## config.mk

```make
export PLATFORM = sky130hd
export DESIGN_NAME = arcade_game_scheduler
export DESIGN_NICKNAME = d
export VERILOG_FILES = /design/src/rtl/arcade_pkg.sv /design/src/rtl/arcade_score_table.sv /design/src/rtl/arcade_game_scheduler.sv
export SDC_FILE = /design/constraint.sdc
export NUM_CORES = 1
export LEC_CHECK = 0
export ABC_AREA = 1
export BUFFER_PORTS_ARGS = -buffer_cell sky130_fd_sc_hd__buf_4
export CAP_MARGIN = 20
export CORE_AREA = 4 4 183 185
export CTS_CLUSTER_SIZE = 20
export DETAILED_ROUTE_END_ITERATION = 10
export DIE_AREA = 0 0 187 189
export HOLD_SLACK_MARGIN = 0.02
export PLACE_DENSITY = 0.55
export SLEW_MARGIN = 20
export SYNTH_ARGS = -nofsm -noshare
export SYNTH_HDL_FRONTEND = slang
export SYNTH_SLANG_ARGS = --single-unit
export TNS_END_PERCENT = 10
```

## constraint.sdc

```tcl
create_clock -name clk -period 4.2 [get_ports clk]
set_clock_uncertainty 0.05 [all_clocks]
set_input_delay 0.42 -clock clk [delete_from_list [all_inputs] [get_ports clk]]
set_output_delay 0.42 -clock clk [all_outputs]
set_load 0.01 [all_outputs]
```

## src/rtl/arcade_pkg.sv

```systemverilog
// Shared types and constants for the arcade front-panel scheduler.
//   arc_state_t : scheduler FSM states
//   BTN_*       : bit positions inside the 5-bit debounced button pulse bus
//   *_BITS      : widths of the panel LED bus, panel grid and per-game score
package arcade_pkg;

    typedef enum logic [1:0] {
        MENU,
        LAUNCH,
        RUN,
        RESULT
    } arc_state_t;

    localparam int unsigned BTN_LEFT   = 2;
    localparam int unsigned BTN_RIGHT  = 3;
    localparam int unsigned BTN_SEL    = 4;

    localparam int unsigned GRID_BITS  = 64;
    localparam int unsigned LED_BITS   = 16;
    localparam int unsigned SCORE_BITS = 8;

endpackage

```

## src/rtl/arcade_score_table.sv

```systemverilog
// Best-score table, one entry (score + valid) per game.
//   clk, rst_n       : clock, synchronous active-low reset (clears all entries)
//   upd_i            : strobe offering score_i as a new result for game idx_i
//   idx_i            : game index for both the read port and the update
//   score_i          : result score offered with upd_i
//   low_is_better_i  : 1 when a lower score is the better one for game idx_i
//   best_o, valid_o  : stored best score / valid flag of game idx_i
//   updated_o        : combinational, high when this strobe replaces the entry
module arcade_score_table
    import arcade_pkg::*;
#(
    parameter int unsigned NUM_GAMES = 4
) (
    input  logic                  clk,
    input  logic                  rst_n,
    input  logic                  upd_i,
    input  logic [2:0]            idx_i,
    input  logic [SCORE_BITS-1:0] score_i,
    input  logic                  low_is_better_i,
    output logic [SCORE_BITS-1:0] best_o,
    output logic                  valid_o,
    output logic                  updated_o
);

    logic [SCORE_BITS*NUM_GAMES-1:0] best_q, best_d;
    logic [NUM_GAMES-1:0]            valid_q, valid_d;
    logic                            better;

    always_comb begin
        best_o  = '0;
        valid_o = 1'b0;
        for (int unsigned g = 0; g < NUM_GAMES; g++) begin
            if (idx_i == 3'(g)) begin
                best_o  = best_q[SCORE_BITS*g +: SCORE_BITS];
                valid_o = valid_q[g];
            end
        end

        // Equal scores are never "better" in either direction.
        better    = low_is_better_i ? (score_i < best_o) : (score_i > best_o);
        updated_o = upd_i && (!valid_o || better);

        best_d  = best_q;
        valid_d = valid_q;
        for (int unsigned g = 0; g < NUM_GAMES; g++) begin
            if (updated_o && (idx_i == 3'(g))) begin
                best_d[SCORE_BITS*g +: SCORE_BITS] = score_i;
                valid_d[g]                         = 1'b1;
            end
        end
    end

    always_ff @(posedge clk) begin
        if (!rst_n) begin
            best_q  <= '0;
            valid_q <= '0;
        end else begin
            best_q  <= best_d;
            valid_q <= valid_d;
        end
    end

endmodule

```

## src/rtl/arcade_game_scheduler.sv

```systemverilog
// Shares one button / LED / 8x8-grid front panel among NUM_GAMES game cores.
// A menu selects a core, which is then sequenced reset -> play -> result; only
// the active core sees buttons, idle cores are held in reset, and a best-score
// table is kept per game.
//   clk, rst_n        : clock, synchronous active-low reset
//   btn_pulse         : one-cycle pulses, [2]=left [3]=right [4]=select
//   game_led_i        : led bus of core g at [16g+:16]
//   game_grid_i       : grid of core g at [64g+:64]
//   game_check_ok_i   : per-core game-complete flag
//   game_score_i      : score of core g at [8g+:8]
//   game_btn_o        : gated button pulses to core g at [5g+:5]
//   game_rst_o        : active-high synchronous reset per core
//   led, grid         : panel outputs (grid bit index {row,col})
//   active_game       : currently selected game index
//   new_record        : last result set a best score
module arcade_game_scheduler
    import arcade_pkg::*;
#(
    parameter int unsigned NUM_GAMES     = 4,
    parameter logic [31:0] IDLE_TIMEOUT  = 32'd1_500_000_000,
    parameter int unsigned LAUNCH_CYCLES = 2,
    parameter logic [7:0]  LOW_IS_BETTER = 8'b0000_0001
) (
    input  logic                            clk,
    input  logic                            rst_n,
    input  logic [4:0]                      btn_pulse,
    input  logic [LED_BITS*NUM_GAMES-1:0]   game_led_i,
    input  logic [GRID_BITS*NUM_GAMES-1:0]  game_grid_i,
    input  logic [NUM_GAMES-1:0]            game_check_ok_i,
    input  logic [SCORE_BITS*NUM_GAMES-1:0] game_score_i,
    output logic [5*NUM_GAMES-1:0]          game_btn_o,
    output logic [NUM_GAMES-1:0]            game_rst_o,
    output logic [LED_BITS-1:0]             led,
    output logic [GRID_BITS-1:0]            grid,
    output logic [2:0]                      active_game,
    output logic                            new_record
);

    localparam logic [2:0]  LAST_GAME   = 3'(NUM_GAMES - 1);
    localparam logic [15:0] LAUNCH_LAST = 16'(LAUNCH_CYCLES - 1);

    arc_state_t      state_q, state_d;
    logic [2:0]      sel_q, sel_d;
    logic [31:0]     idle_q, idle_d;
    logic [15:0]     launch_q, launch_d;
    logic            chk_q, chk_d;
    logic            new_record_q, new_record_d;

    logic                  ok_sel;
    logic                  low_sel;
    logic [SCORE_BITS-1:0] score_sel;
    logic [LED_BITS-1:0]   led_sel;
    logic [GRID_BITS-1:0]  grid_sel;
    logic [SCORE_BITS-1:0] best_sel;
    logic                  best_valid;
    logic                  rec_upd;
    logic                  score_upd;
    logic                  any_btn;
    logic                  rise;
    logic                  timed_out;
    logic                  playing;

    // Per-core input mux for the selected game.
    always_comb begin
        ok_sel    = 1'b0;
        low_sel   = 1'b0;
        score_sel = '0;
        led_sel   = '0;
        grid_sel  = '0;
        for (int unsigned g = 0; g < NUM_GAMES; g++) begin
            if (sel_q == 3'(g)) begin
                ok_sel    = game_check_ok_i[g];
                low_sel   = LOW_IS_BETTER[g];
                score_sel = game_score_i[SCORE_BITS*g +: SCORE_BITS];
                led_sel   = game_led_i[LED_BITS*g +: LED_BITS];
                grid_sel  = game_grid_i[GRID_BITS*g +: GRID_BITS];
            end
        end
    end

    assign any_btn   = |btn_pulse;
    assign playing   = (state_q == RUN) || (state_q == RESULT);
    assign rise      = (state_q == RUN) && ok_sel && !chk_q;
    // A pulse in the terminal cycle counts as activity and suppresses the timeout.
    assign timed_out = playing && !any_btn && (idle_q == IDLE_TIMEOUT - 32'd1);

    // Next-state logic.
    always_comb begin
        state_d      = state_q;
        sel_d        = sel_q;
        launch_d     = launch_q;
        new_record_d = new_record_q;
        score_upd    = 1'b0;

        unique case (state_q)
            MENU: begin
                launch_d = '0;
                if (btn_pulse[BTN_SEL]) begin
                    state_d = LAUNCH;
                end else if (btn_pulse[BTN_LEFT] && !btn_pulse[BTN_RIGHT]) begin
                    sel_d = (sel_q == 3'd0) ? LAST_GAME : sel_q - 3'd1;
                end else if (btn_pulse[BTN_RIGHT] && !btn_pulse[BTN_LEFT]) begin
                    sel_d = (sel_q == LAST_GAME) ? 3'd0 : sel_q + 3'd1;
                end
            end
            LAUNCH: begin
                if (launch_q == LAUNCH_LAST) begin
                    state_d = RUN;
                end else begin
                    launch_d = launch_q + 16'd1;
                end
            end
            RUN: begin
                // Completion takes priority over a simultaneous timeout.
                if (rise) begin
                    state_d      = RESULT;
                    score_upd    = 1'b1;
                    new_record_d = rec_upd;
                end else if (timed_out) begin
                    state_d = MENU;
                end
            end
            RESULT: begin
                if (btn_pulse[BTN_SEL] || timed_out) begin
                    state_d = MENU;
                end
            end
            default: state_d = MENU;
        endcase

        chk_d  = (state_q == LAUNCH) ? 1'b0 : ok_sel;
        idle_d = (any_btn || (state_d != state_q) || !playing) ? '0 : idle_q + 32'd1;
    end

    always_ff @(posedge clk) begin
        if (!rst_n) begin
            state_q      <= MENU;
            sel_q        <= '0;
            idle_q       <= '0;
            launch_q     <= '0;
            chk_q        <= 1'b0;
            new_record_q <= 1'b0;
        end else begin
            state_q      <= state_d;
            sel_q        <= sel_d;
            idle_q       <= idle_d;
            launch_q     <= launch_d;
            chk_q        <= chk_d;
            new_record_q <= new_record_d;
        end
    end

    arcade_score_table #(
        .NUM_GAMES(NUM_GAMES)
    ) u_score_table (
        .clk             (clk),
        .rst_n           (rst_n),
        .upd_i           (score_upd),
        .idx_i           (sel_q),
        .score_i         (score_sel),
        .low_is_better_i (low_sel),
        .best_o          (best_sel),
        .valid_o         (best_valid),
        .updated_o       (rec_upd)
    );

    // Panel and per-core outputs.
    always_comb begin
        game_rst_o = '1;
        game_btn_o = '0;
        led        = '0;
        grid       = '0;

        if (playing) begin
            led  = led_sel;
            grid = grid_sel;
            for (int unsigned g = 0; g < NUM_GAMES; g++) begin
                if (sel_q == 3'(g)) begin
                    game_rst_o[g] = 1'b0;
                    if (state_q == RUN) begin
                        game_btn_o[5*g +: 5] = btn_pulse;
                    end
                end
            end
        end else begin
            led[15:8] = best_valid ? best_sel : '0;
            for (int unsigned g = 0; g < NUM_GAMES; g++) begin
                led[g] = (sel_q == 3'(g));
                for (int unsigned r = 0; r < 8; r++) begin
                    grid[8*r + g] = (sel_q == 3'(g));
                end
            end
        end
    end

    assign active_game = sel_q;
    assign new_record  = new_record_q;

endmodule

```

==> results of run 1 <==
[critical path: stages (launching register included)]
cell                      delay [ns]
sky130_fd_sc_hd__dfxtp_1        0.44
sky130_fd_sc_hd__inv_1          0.12
sky130_fd_sc_hd__ha_1           0.24
sky130_fd_sc_hd__nand2_4        0.34
sky130_fd_sc_hd__buf_4          0.75
sky130_fd_sc_hd__o21ai_0        0.46
sky130_fd_sc_hd__o21ai_0        0.39
sky130_fd_sc_hd__buf_4          0.22
sky130_fd_sc_hd__buf_4          0.13
[cells in the mapped netlist]
cell type                  number  share of area, %
sky130_fd_sc_hd__buf_2         20               1.2
sky130_fd_sc_hd__nor2_4         7              0.98
sky130_fd_sc_hd__o21a_1         1             0.093
sky130_fd_sc_hd__o211ai_1      44               4.1
sky130_fd_sc_hd__ha_1          18               2.8
sky130_fd_sc_hd__xnor2_1        7              0.76
sky130_fd_sc_hd__a21oi_1       38               2.4
sky130_fd_sc_hd__a31o_2         1              0.11
sky130_fd_sc_hd__nand2_1      314                15
sky130_fd_sc_hd__nand3_4        1              0.22
sky130_fd_sc_hd__o21ai_2        1              0.11
sky130_fd_sc_hd__o21ai_0      135               8.4
sky130_fd_sc_hd__nand2_2        8              0.62
sky130_fd_sc_hd__buf_1          3              0.14
sky130_fd_sc_hd__inv_1        174               8.1
sky130_fd_sc_hd__o22ai_1       10              0.78
sky130_fd_sc_hd__o221ai_1       1              0.11
sky130_fd_sc_hd__buf_4          2              0.19
sky130_fd_sc_hd__nor2_1       122               5.7
sky130_fd_sc_hd__a22oi_1        7              0.65
sky130_fd_sc_hd__xor2_1        22               2.4
sky130_fd_sc_hd__o21ai_1        1             0.062
sky130_fd_sc_hd__nand4_1       43               3.3
sky130_fd_sc_hd__dfxtp_1       91                23
sky130_fd_sc_hd__nand3_1       64               4.0
sky130_fd_sc_hd__clkbuf_1      55               2.6
sky130_fd_sc_hd__and3_1         1             0.078
sky130_fd_sc_hd__inv_2          6              0.28
sky130_fd_sc_hd__a221o_1       17               2.1
sky130_fd_sc_hd__nor4_1         1             0.078
sky130_fd_sc_hd__nor3_1        13              0.81
sky130_fd_sc_hd__buf_6          3              0.42
sky130_fd_sc_hd__nand2_4        2              0.28
sky130_fd_sc_hd__a221oi_1      50               5.4
sky130_fd_sc_hd__o31ai_1        1             0.093
sky130_fd_sc_hd__nor2_2        31               2.4
sky130_fd_sc_hd__inv_4          1             0.078
sky130_fd_sc_hd__a31oi_1        1             0.078
sky130_fd_sc_hd__nand3_2        8              0.99
[power groups by stage]
stage	combinational, uW	sequential (uW)	clock [uW]
6_report	1530	886	852
5_1_grt	1640	887	904
4_1_cts	1510	885	867
3_5_place_dp	1510	905	0
3_3_place_gp	1500	904	0
2_1_floorplan	723	903	0
[worst min-delay path by stage]
stage	startpoint	end	slack, ns	cells after the start
floorplan	u_score_table.valid_q[2]	u_score_table.valid_q[2]	0.38	2
global placement	u_score_table.valid_q[2]	u_score_table.valid_q[2]	0.39	2
detailed placement	u_score_table.valid_q[2]	u_score_table.valid_q[2]	0.39	2
CTS	game_score_i[31]	u_score_table.best_q[31]	0.37	5
global route	game_score_i[31]	u_score_table.best_q[31]	0.41	5
finish	game_score_i[31]	u_score_table.best_q[31]	0.38	5
[area by class of cell]
class / instances / area (um^2) / share of cell area (%)
well taps: 408 / 510 / 4.11
repair buffers: 511 / 3870 / 31.2
flip-flops and latches: 91 / 1820 / 14.7
inverters: 181 / 683 / 5.50
clock inverters: 5 / 62.6 / 0.504
diodes: 1 / 2.50 / 0.0201
clock buffers: 11 / 243 / 1.95
multi-input cells: 970 / 5220 / 42.1
[per-layer routing]
metal	part of all wire (%)	GRT usage (%)	vias up
li1	-	-	5315
met1	43	37.6	5196
met2	42	41.2	621
met3	13	11.1	52
met4	1.6	4.84	0
met5	0	0	-
[state kept, by name, summed over array words and instances, names as in the netlist]
name,flops
chk_q,1
state_q,2
launch_q,16
new_record,1
idle_q,32
active_game,3
u_score_table.best_q,32
u_score_table.valid_q,4
[per-stage QoR]
step | utilization (%) | setup slack, ns | total power, uW | cell area (um^2)
floorplan | - | 1.24 | 1630 | 8070
global placement | 37.8 | 0.470 | 2410 | 12100
detailed placement | 37.8 | 0.301 | 2410 | 12100
CTS | 38.7 | 0.260 | 3270 | 12400
global route | 38.8 | 0.00155 | 3430 | 12400
finish | 38.8 | 0.224 | 3270 | 12400
[cells by family (layout without fill, tap and decap cells)]
group	after synthesis	in the layout	synth area share, %
AO/OA/AOI/OAI	308	308	24.4
buffers and inverters	264	708	13.0
XOR/XNOR	29	29	3.15
flip-flops	91	91	22.6
AND/OR/NAND/NOR	615	615	34.0
other	0	1	0
adder cells (fa/ha/maj)	18	18	2.79
[timing repair]
| action | 4_1_cts | 5_1_grt |
|---|---|---|
| setup endpoints to repair | 0 | 5 |
| resized for setup | 0 | 1 |
| hold buffers | 0 | 0 |
==> out/qor.txt, run 1 <==
==========================================================================================
Outcome                                                                       finished, final reports clean
Proportion of synthesized chip area in sequential cells                              22.6%
Number of buffers added on ports                                                       470
Hold slack final                                                                  0.384 ns
Synth Net Count                                                                       1706
Vias in the first global route                                                       10500
Crit. End Element                                                             primary output
Worst-case reg-to-reg path depth                                                        20
Die area                                                                        35300 um^2
Total number of H-tree levels                                                            3
Post-synth cell types                                                                   39
Worst Max-Slew Pin Slew                                                           0.894 ns
Last weighted congestion value of the routability-driven placer                      0.991
Worst setup path startpoint                                                   active_game[0]
Number of sinks handled by clock tree synthesis                                         91
Post-route minimum period                                                          3.98 ns
Final non-filler cell total                                                           2178
Total CTS buffers                                                                        9
Reported max-cap violation count                                                         0
Average instance area after synthesis                                            6.09 um^2
Total core area                                                                 32000 um^2
Maximum fanout along the worst path                                                     85
Initial standard-cell utilization of the core                                        25.2%
GRT overflow                                                                             0
HP Class                                                                      input port to flop
Post-synthesis instance area                                                     8070 um^2
Total power divided by cell area                                               263 nW/um^2
Share of power burned in the clock network                                           26.1%
Yosys warnings                                                                           0
Global-route wire length before repair                                            72300 um
Detail-routed net length per standard cell                                         23.6 um
Headroom to the max-slew limit                                                       39.8%
Hold violation total from the final report                                               0
Detail Placement HPWL                                                             41800 um
Maximum number of pins on one net before global-route repair                            86
Fin. max-slew vios                                                                       0
Total number of placement rows                                                          66
Initial antenna violation count                                                          2
Buffer cell driving the clock tree root                                       sky130_fd_sc_hd__clkbuf_16
Leakage power summed over all cells                                             0.00556 uW
Achievable Freq                                                                    252 MHz
Horiz. Die Dim                                                                      187 um
Highest-count cells in the layout ignoring fill and taps                      508 x sky130_fd_sc_hd__buf_4, 314 x sky130_fd_sc_hd__nand2_1, 174 x sky130_fd_sc_hd__inv_1
Launching point of the worst reg2reg path                                     active_game[1]
Global-route usage over all layers                                                   27.5%
Setup violators final                                                                    0
Switching power as a share of total power                                            39.6%
Number of nets in the layout                                                          2145
RSZ-0062 raised after global routing                                                    no
Fill count                                                                            3500
Setup TNS                                                                             0 ns
I/O pin count                                                                          471
CTS tree                                                                              done
R2R Setup Slk                                                                      0.32 ns
Startpoint type of the worst setup path                                               flop
Syn-to-layout area delta                                                             53.9%
Drt first-iter violations                                                             1136
Latest clock arrival within the worst-skew pair                                    0.35 ns
Fraction of final layout cells with drive strength greater than 1                    33.6%
Via density per instance                                                              5.13
Number of nets with antenna violations after routing                                     0
Path type of the worst setup path                                             flop to primary output
Max IR drop VDD                                                                     181 uV
Reg-to-Reg End                                                                u_score_table.best_q[9]
Leading cell type in the layout, fill and taps excluded                       sky130_fd_sc_hd__buf_4
Power spent charging and discharging nets                                          1290 uW
Worst setup path endpoint                                                           led[7]
Placed Cells                                                                          2161
Detailed-route wire length                                                        51300 um
Crit path DAT                                                                      3.51 ns
Final period utilization                                                             94.7%
Overall die height                                                                  189 um
Share of power burned in registers                                                   27.1%
Flip-flop and latch count after synthesis                                               91
Drc violations                                                                           0
Number of iterations in the first detailed-routing pass                                  5
Proportion of power drawn by combinational gates                                     46.8%
Critical path data required time                                                   3.73 ns
Maximum clock insertion buffer count                                                     2
Total via count in the routed design                                                 11200
Clock edge transition at the registers on the reported setup and hold paths        0.07 ns
Buffers inserted during post-CTS setup optimization                                      0
Internal power                                                                     1970 uW
Gate Count Post-Synth                                                                 1325
==========================================================================================
No activity file was read; power rests on OpenSTA's default activity.
==> inputs of run 2 (changes only) <==
CELL_PAD_IN_SITES_DETAIL_PLACEMENT = 0   (was unset)
CELL_PAD_IN_SITES_GLOBAL_PLACEMENT = 1   (was unset)
CORE_AREA = unset   (was 4 4 183 185)
CORE_ASPECT_RATIO = 0.5   (was unset)
CORE_MARGIN = 4   (was unset)
CORE_UTILIZATION = 31   (was unset)
CTS_CLUSTER_DIAMETER = 30   (was unset)
DIE_AREA = unset   (was 0 0 187 189)
PLACE_DENSITY = 0.91   (was 0.55)
==> run 2 against run 1 <==
Die area is 18% lower. Highest routed layer is now met5. Sequential power hardly changed. Wire length is 21% lower.
==> out/qor.txt, run 2 (same netlist as run 1, synthesis figures left out) <==
==========================================================================================
Achievable Freq                                                                    263 MHz   was 252 MHz
Detailed-route wire length                                                        40400 um   was 51300 um
Worst Max-Slew Pin Slew                                                           0.801 ns   was 0.894 ns
WHS Path Cells                                                                           5   unchanged
Overall die height                                                                  122 um   was 189 um
Share of power burned in registers                                                   27.7%   was 27.1%
Most used cell, CP                                                            sky130_fd_sc_hd__nand2_1   was sky130_fd_sc_hd__buf_4
Post-route minimum period                                                          3.80 ns   was 3.98 ns
Total core area                                                                 25400 um^2   was 32000 um^2
Maximum number of pins on one net before global-route repair                            72   was 86
Total CTS buffers                                                                        9   unchanged
Total number of placement rows                                                          41   was 66
GRT overflow                                                                             0   unchanged
Latest clock arrival within the worst-skew pair                                    0.35 ns   about the same
Headroom to the max-slew limit                                                       46.0%   was 39.8%
Launching point of the worst reg2reg path                                     active_game[1]   unchanged
Maximum clock insertion buffer count                                                     2   unchanged
Largest registers                                                             idle_q x32, u_score_table.best_q x32, launch_q x16   unchanged
RSZ-0062 raised after global routing                                                    no   unchanged
Maximum single-stage delay on the critical path                                    0.51 ns   was 0.75 ns
CTS tree                                                                              done   unchanged
Setup TNS                                                                             0 ns   unchanged
Clock edge transition at the registers on the reported setup and hold paths        0.07 ns   about the same
Maximum fanout along the worst path                                                     46   was 85
Critical-path cell list                                                       inv_1, ha_1, nand2_2, inv_4, buf_4, nand2_1, nand3_1, nand2_1, o21ai_2, inv_1, nor2_2, nand2_1, nand3_1, buf_4   was inv_1, ha_1, nand2_4, buf_4, o21ai_0, o21ai_0, buf_4, buf_4
HP Class                                                                      input port to flop   unchanged
Number of nets in the layout                                                          2140   was 2145
Die area                                                                        28800 um^2   was 35300 um^2
Buffers plus inverters on the worst setup path                                           5   was 4
Post-placement cell area                                                        12000 um^2   was 12100 um^2
Syn-to-layout area delta                                                             52.3%   was 53.9%
Drc violations                                                                           0   unchanged
Path type of the worst setup path                                             flop to primary output   unchanged
Initial standard-cell utilization of the core                                        31.8%   was 25.2%
Worst-case reg-to-reg path depth                                                        19   was 20
Critical path data required time                                                   3.73 ns   about the same
I/O pin count                                                                          471   unchanged
Last weighted congestion value of the routability-driven placer                      0.996   was 0.991
Number of iterations in the first detailed-routing pass                                  5   unchanged
Highest-count cells in the layout ignoring fill and taps                      504 x sky130_fd_sc_hd__buf_4, 314 x sky130_fd_sc_hd__nand2_1, 174 x sky130_fd_sc_hd__inv_1   was 508 x sky130_fd_sc_hd__buf_4, 314 x sky130_fd_sc_hd__nand2_1, 174 x sky130_fd_sc_hd__inv_1
Crit. End Element                                                             primary output   unchanged
Power spent charging and discharging nets                                          1250 uW   was 1290 uW
Post-cts gate resize count                                                               0   unchanged
CP max stage cell                                                             sky130_fd_sc_hd__buf_4   unchanged
Finished Cell Area                                                              12300 um^2   was 12400 um^2
Number of buffers added on ports                                                       470   unchanged
Global-route wire length before repair                                            59700 um   was 72300 um
Vias in the first global route                                                        9979   was 10500
Horiz. Die Dim                                                                      236 um   was 187 um
Startpoint type of the worst setup path                                               flop   unchanged
Buffers inserted during post-CTS setup optimization                                      0   unchanged
R2R Setup Slk                                                                      0.53 ns   was 0.32 ns
Leakage power summed over all cells                                             0.00552 uW   was 0.00556 uW
Drt first-iter violations                                                             1074   was 1136
Leading cell type in the layout, fill and taps excluded                       sky130_fd_sc_hd__buf_4   unchanged
Startpoint of the worst hold path                                             game_score_i[31]   unchanged
Power Total                                                                        3190 uW   was 3270 uW
Diode count                                                                              0   was 1
Switching power as a share of total power                                            39.2%   was 39.6%
Detail Placement HPWL                                                             31700 um   was 41800 um
Detail-routed net length per standard cell                                         19.1 um   was 23.6 um
Initial antenna violation count                                                          1   was 2
Reported max-cap violation count                                                         0   unchanged
Number of sinks handled by clock tree synthesis                                         91   unchanged
Global-route usage over all layers                                                   26.0%   was 27.5%
Total number of H-tree levels                                                            3   unchanged
Hold violation total from the final report                                               0   unchanged
Share of power burned in the clock network                                           26.1%   about the same
Final period utilization                                                             90.4%   was 94.7%
Family with the most delay on the worst path                                  simple AND/OR/NAND/NOR gates   was buffers and inverters
Instance count on the critical path                                                     14   was 8
Reg-to-Reg End                                                                u_score_table.best_q[18]   was u_score_table.best_q[9]
Setup violators final                                                                    0   unchanged
CTS Hold Buffers Added                                                                   0   unchanged
Proportion of power drawn by combinational gates                                     46.1%   was 46.8%
Worst setup path startpoint                                                   active_game[1]   was active_game[0]
Total via count in the routed design                                                 10700   was 11200
WHS Endpoint                                                                  u_score_table.best_q[31]   unchanged
Outcome                                                                       finished, final reports clean   unchanged
Fin. max-slew vios                                                                       0   unchanged
Total power divided by cell area                                               259 nW/um^2   was 263 nW/um^2
Crit path DAT                                                                      3.33 ns   was 3.51 ns
Via density per instance                                                              5.06   was 5.13
Buffer cell driving the clock tree root                                       sky130_fd_sc_hd__clkbuf_16   unchanged
Internal power                                                                     1940 uW   was 1970 uW
Max IR drop VDD                                                                     197 uV   was 181 uV
Number of nets with antenna violations after routing                                     0   unchanged
Fraction of final layout cells with drive strength greater than 1                    33.5%   was 33.6%
==========================================================================================
run 2: final cells by class:
| cell class | count | area [um^2] |
|---|---|---|
| Clock buffer | 9 | 225 |
| Inverter | 181 | 684 |
| Clock inverter | 7 | 80.1 |
| Timing Repair Buffer | 506 | 3820 |
| Multi-Input combinational cell | 970 | 5220 |
| Fill cell | 2712 | 13100 |
| Tap cell | 344 | 430 |
| Sequential cell | 91 | 1820 |
run 2: worst max-delay path by stage:
stage,to,slack [ns]
finish,led[15],0.40
global route,u_score_table.best_q[21],0.13
CTS,led[15],0.17
detailed placement,u_score_table.best_q[18],0.47
global placement,u_score_table.best_q[24],0.56
floorplan,u_score_table.best_q[24],1.24
run 2: power by group through the flow:
stage	combinational, uW	sequential, uW	clock, uW
2_1_floorplan	723	903	0
5_1_grt	1590	886	891
3_5_place_dp	1450	904	0
3_3_place_gp	1450	904	0
6_report	1470	884	833
4_1_cts	1460	884	853
run 2: worst reg2reg max path, stage by stage, from the launching register on:
cell	delay, ns
sky130_fd_sc_hd__dfxtp_1	0.34
sky130_fd_sc_hd__inv_1	0.12
sky130_fd_sc_hd__ha_1	0.26
sky130_fd_sc_hd__nand2_2	0.15
sky130_fd_sc_hd__inv_4	0.29
sky130_fd_sc_hd__buf_4	0.30
sky130_fd_sc_hd__nand2_1	0.09
sky130_fd_sc_hd__a31oi_1	0.35
sky130_fd_sc_hd__a21oi_1	0.12
sky130_fd_sc_hd__ha_1	0.23
sky130_fd_sc_hd__nor2_1	0.09
sky130_fd_sc_hd__nor2_1	0.04
sky130_fd_sc_hd__o21ai_0	0.14
sky130_fd_sc_hd__nand2_1	0.09
sky130_fd_sc_hd__nand3_1	0.12
sky130_fd_sc_hd__nand3_4	0.26
sky130_fd_sc_hd__buf_4	0.31
sky130_fd_sc_hd__nand4_1	0.09
sky130_fd_sc_hd__nand2_1	0.05
sky130_fd_sc_hd__nor2_1	0.10
run 2: metrics by stage:
stage | worst slack, ns | cells | utilization (%) | hold WS (ns)
2_1_floorplan | 1.24 | 1325 | - | 0.377
3_3_place_gp | 0.561 | 2092 | 47.2 | 0.387
3_5_place_dp | 0.469 | 2092 | 47.2 | 0.394
4_1_cts | 0.173 | 2108 | 48.4 | 0.387
5_1_grt | 0.125 | 2108 | 48.4 | 0.421
6_report | 0.403 | 2108 | 48.4 | 0.394
run 2: metal layers:
metal | GRT usage [%] | vias to the layer above | routed length, um | share of wire (%)
met4 | 5.87 | 2 | 843 | 2.1
li1 | - | 5296 | - | -
met1 | 37.5 | 4892 | 18100 | 45
met2 | 41.3 | 431 | 18500 | 46
met3 | 3.73 | 51 | 3000 | 7.4
met5 | 0 | - | 8 | 0.020
==> inputs of run 3 (changes only) <==
CORE_UTILIZATION = 29   (was 31)
PLACE_DENSITY = 0.86   (was 0.91)
clock period = 4.3 ns   (was 4.2 ns; I/O delays follow)
==> run 3 against run 2 <==
Sequential share of layout area hardly changed. Count of clock-buffer cells in the layout is 1 higher. Hold slack worse by 0.020 ns. Register-to-register slack better by 0.02 ns. Critical path depth is 5 lower. Wire length is 0.19% higher. Clock power is 8.4% lower. Setup slack worse by 0.14 ns. Non-clock buffer count is 3 lower. Largest power group unchanged. First-iteration DRC count is 19% lower.
==> out/qor.txt, run 3 (same netlist as run 1, synthesis figures left out) <==
==========================================================================================
Detail Placement HPWL                                                             32200 um   was 31700 um
Total number of placement rows                                                          42   was 41
Crit. End Element                                                             primary output   unchanged
Buffer cell driving the clock tree root                                       sky130_fd_sc_hd__clkbuf_16   unchanged
Overall die height                                                                  126 um   was 122 um
Number of iterations in the first detailed-routing pass                                  5   unchanged
Clock edge transition at the registers on the reported setup and hold paths        0.07 ns   about the same
Number of nets with antenna violations after routing                                     0   unchanged
Highest-count cells in the layout ignoring fill and taps                      503 x sky130_fd_sc_hd__buf_4, 314 x sky130_fd_sc_hd__nand2_1, 174 x sky130_fd_sc_hd__inv_1   was 504 x sky130_fd_sc_hd__buf_4, 314 x sky130_fd_sc_hd__nand2_1, 174 x sky130_fd_sc_hd__inv_1
Largest registers                                                             idle_q x32, u_score_table.best_q x32, launch_q x16   unchanged
Final period utilization                                                             93.8%
Detailed-route wire length                                                        40400 um   about the same
Total CTS buffers                                                                        9   unchanged
Worst slack at placement                                                          0.610 ns   was 0.469 ns
Total via count in the routed design                                                 10500   was 10700
Global-route usage over all layers                                                   24.6%   was 26.0%
Hold slack final                                                                  0.374 ns   was 0.394 ns
CTS Hold Buffers Added                                                                   0   unchanged
Startpoint type of the worst setup path                                               flop   unchanged
Switching power as a share of total power                                            38.8%   was 39.2%
Drt first-iter violations                                                              869   was 1074
Number of nets in the layout                                                          2137   was 2140
Initial standard-cell utilization of the core                                        30.0%   was 31.8%
Detail-routed net length per standard cell                                         18.9 um   was 19.1 um
Leakage power summed over all cells                                             0.00548 uW   was 0.00552 uW
Headroom to the max-slew limit                                                       32.9%   was 46.0%
Total power divided by cell area                                               247 nW/um^2   was 259 nW/um^2
Achievable Freq                                                                    248 MHz
Maximum fanout along the worst path                                                     17   was 46
Global-route wire length before repair                                            59900 um   was 59700 um
RSZ-0062 raised after global routing                                                    no   unchanged
Drc violations                                                                           0   unchanged
Vias in the first global route                                                        9906   was 9979
Horiz. Die Dim                                                                      244 um   was 236 um
Buffers inserted during post-CTS setup optimization                                      0   unchanged
Max IR drop VDD                                                                     162 uV   was 197 uV
Fin worst setup slack                                                             0.268 ns   was 0.403 ns
Hold violation total from the final report                                               0   unchanged
Share of power burned in registers                                                   28.5%   was 27.7%
Last weighted congestion value of the routability-driven placer                       1.01   was 0.996
Setup TNS                                                                             0 ns   unchanged
HP Class                                                                      input port to flop   unchanged
Proportion of power drawn by combinational gates                                     46.3%   was 46.1%
Number of buffers added on ports                                                       470   unchanged
Initial antenna violation count                                                          2   was 1
Critical path data required time                                                   3.82 ns   was 3.73 ns
Number of sinks handled by clock tree synthesis                                         91   unchanged
Die area                                                                        30700 um^2   was 28800 um^2
Share of power burned in the clock network                                           25.2%   was 26.1%
Maximum clock insertion buffer count                                                     2   unchanged
Total number of H-tree levels                                                            3   unchanged
Path type of the worst setup path                                             flop to primary output   unchanged
Outcome                                                                       finished, final reports clean   unchanged
Reported max-cap violation count                                                         0   unchanged
Power spent charging and discharging nets                                          1170 uW   was 1250 uW
Fin. max-slew vios                                                                       0   unchanged
Internal power                                                                     1850 uW   was 1940 uW
CTS tree                                                                              done   unchanged
Setup violators final                                                                    0   unchanged
Latest clock arrival within the worst-skew pair                                    0.35 ns   about the same
Leading cell type in the layout, fill and taps excluded                       sky130_fd_sc_hd__buf_4   unchanged
Post-cts gate resize count                                                               0   unchanged
R2R Setup Slk                                                                      0.55 ns   was 0.53 ns
Crit path DAT                                                                      3.55 ns   was 3.33 ns
GRT overflow                                                                             0   unchanged
Total core area                                                                 26900 um^2   was 25400 um^2
Via density per instance                                                              4.90   was 5.06
Fraction of final layout cells with drive strength greater than 1                    33.3%   was 33.5%
Post-route minimum period                                                          4.03 ns
I/O pin count                                                                          471   unchanged
Worst Max-Slew Pin Slew                                                            1.01 ns   was 0.801 ns
Syn-to-layout area delta                                                             51.8%   was 52.3%
Maximum number of pins on one net before global-route repair                            58   was 72
==========================================================================================
==> run 3: through the flow <==
| step | utilization, % | cell area, um^2 | std cells | power (uW) |
|---|---|---|---|---|
| after global placement | 44.5 | 12000 | 2119 | 2280 |
| after global routing | 45.5 | 12200 | 2136 | 3200 |
| after CTS | 45.5 | 12200 | 2135 | 3040 |
| after floorplan | - | 8070 | 1325 | 1590 |
| final | 45.5 | 12200 | 2136 | 3030 |
| after detailed placement | 44.5 | 12000 | 2119 | 2270 |
==> run 3: power by group through the flow <==
stage	sequential [uW]	combinational [uW]	clock (uW)
floorplan	882	706	0
global placement	883	1390	0
detailed placement	883	1390	0
CTS	864	1400	783
global route	865	1520	815
finish	864	1400	763
==> run 3: metal layers <==
metal  routed length [um]  track usage [%]  vias up
li1                     -                -     5298
met1                18300             33.6     4788
met2                18800             40.8      336
met3                 2330             4.08       50
met4                  954             5.76        2
met5                   13                0        -
==> run 3: cell type report <==
type / instances / area, um^2
fill: 2921 / 14700
clock inverter: 6 / 48.8
inverter: 181 / 683
timing repair buffer: 503 / 3780
clock buffer: 10 / 229
antenna: 1 / 2.50
tap: 374 / 468
sequential: 91 / 1820
multi-input combinational: 970 / 5220
==> run 3: worst max-delay path, stage by stage, from the launching register on <==
cell,delay [ns]
sky130_fd_sc_hd__dfxtp_1,0.36
sky130_fd_sc_hd__ha_1,0.24
sky130_fd_sc_hd__nand2_2,0.29
sky130_fd_sc_hd__inv_1,0.39
sky130_fd_sc_hd__buf_4,0.28
sky130_fd_sc_hd__nor2_4,0.33
sky130_fd_sc_hd__buf_4,0.31
sky130_fd_sc_hd__o21ai_0,0.11
sky130_fd_sc_hd__o21ai_0,0.62
sky130_fd_sc_hd__buf_4,0.25
==> run 3: worst paths after layout <==
kind | end | startpoint | depth (start not counted)
min reg2reg | u_score_table.valid_q[1] | u_score_table.valid_q[1] | 2
max reg2reg | u_score_table.best_q[24] | active_game[0] | 19
min | u_score_table.best_q[25] | game_score_i[25] | 5
max | grid[6] | active_game[0] | 9
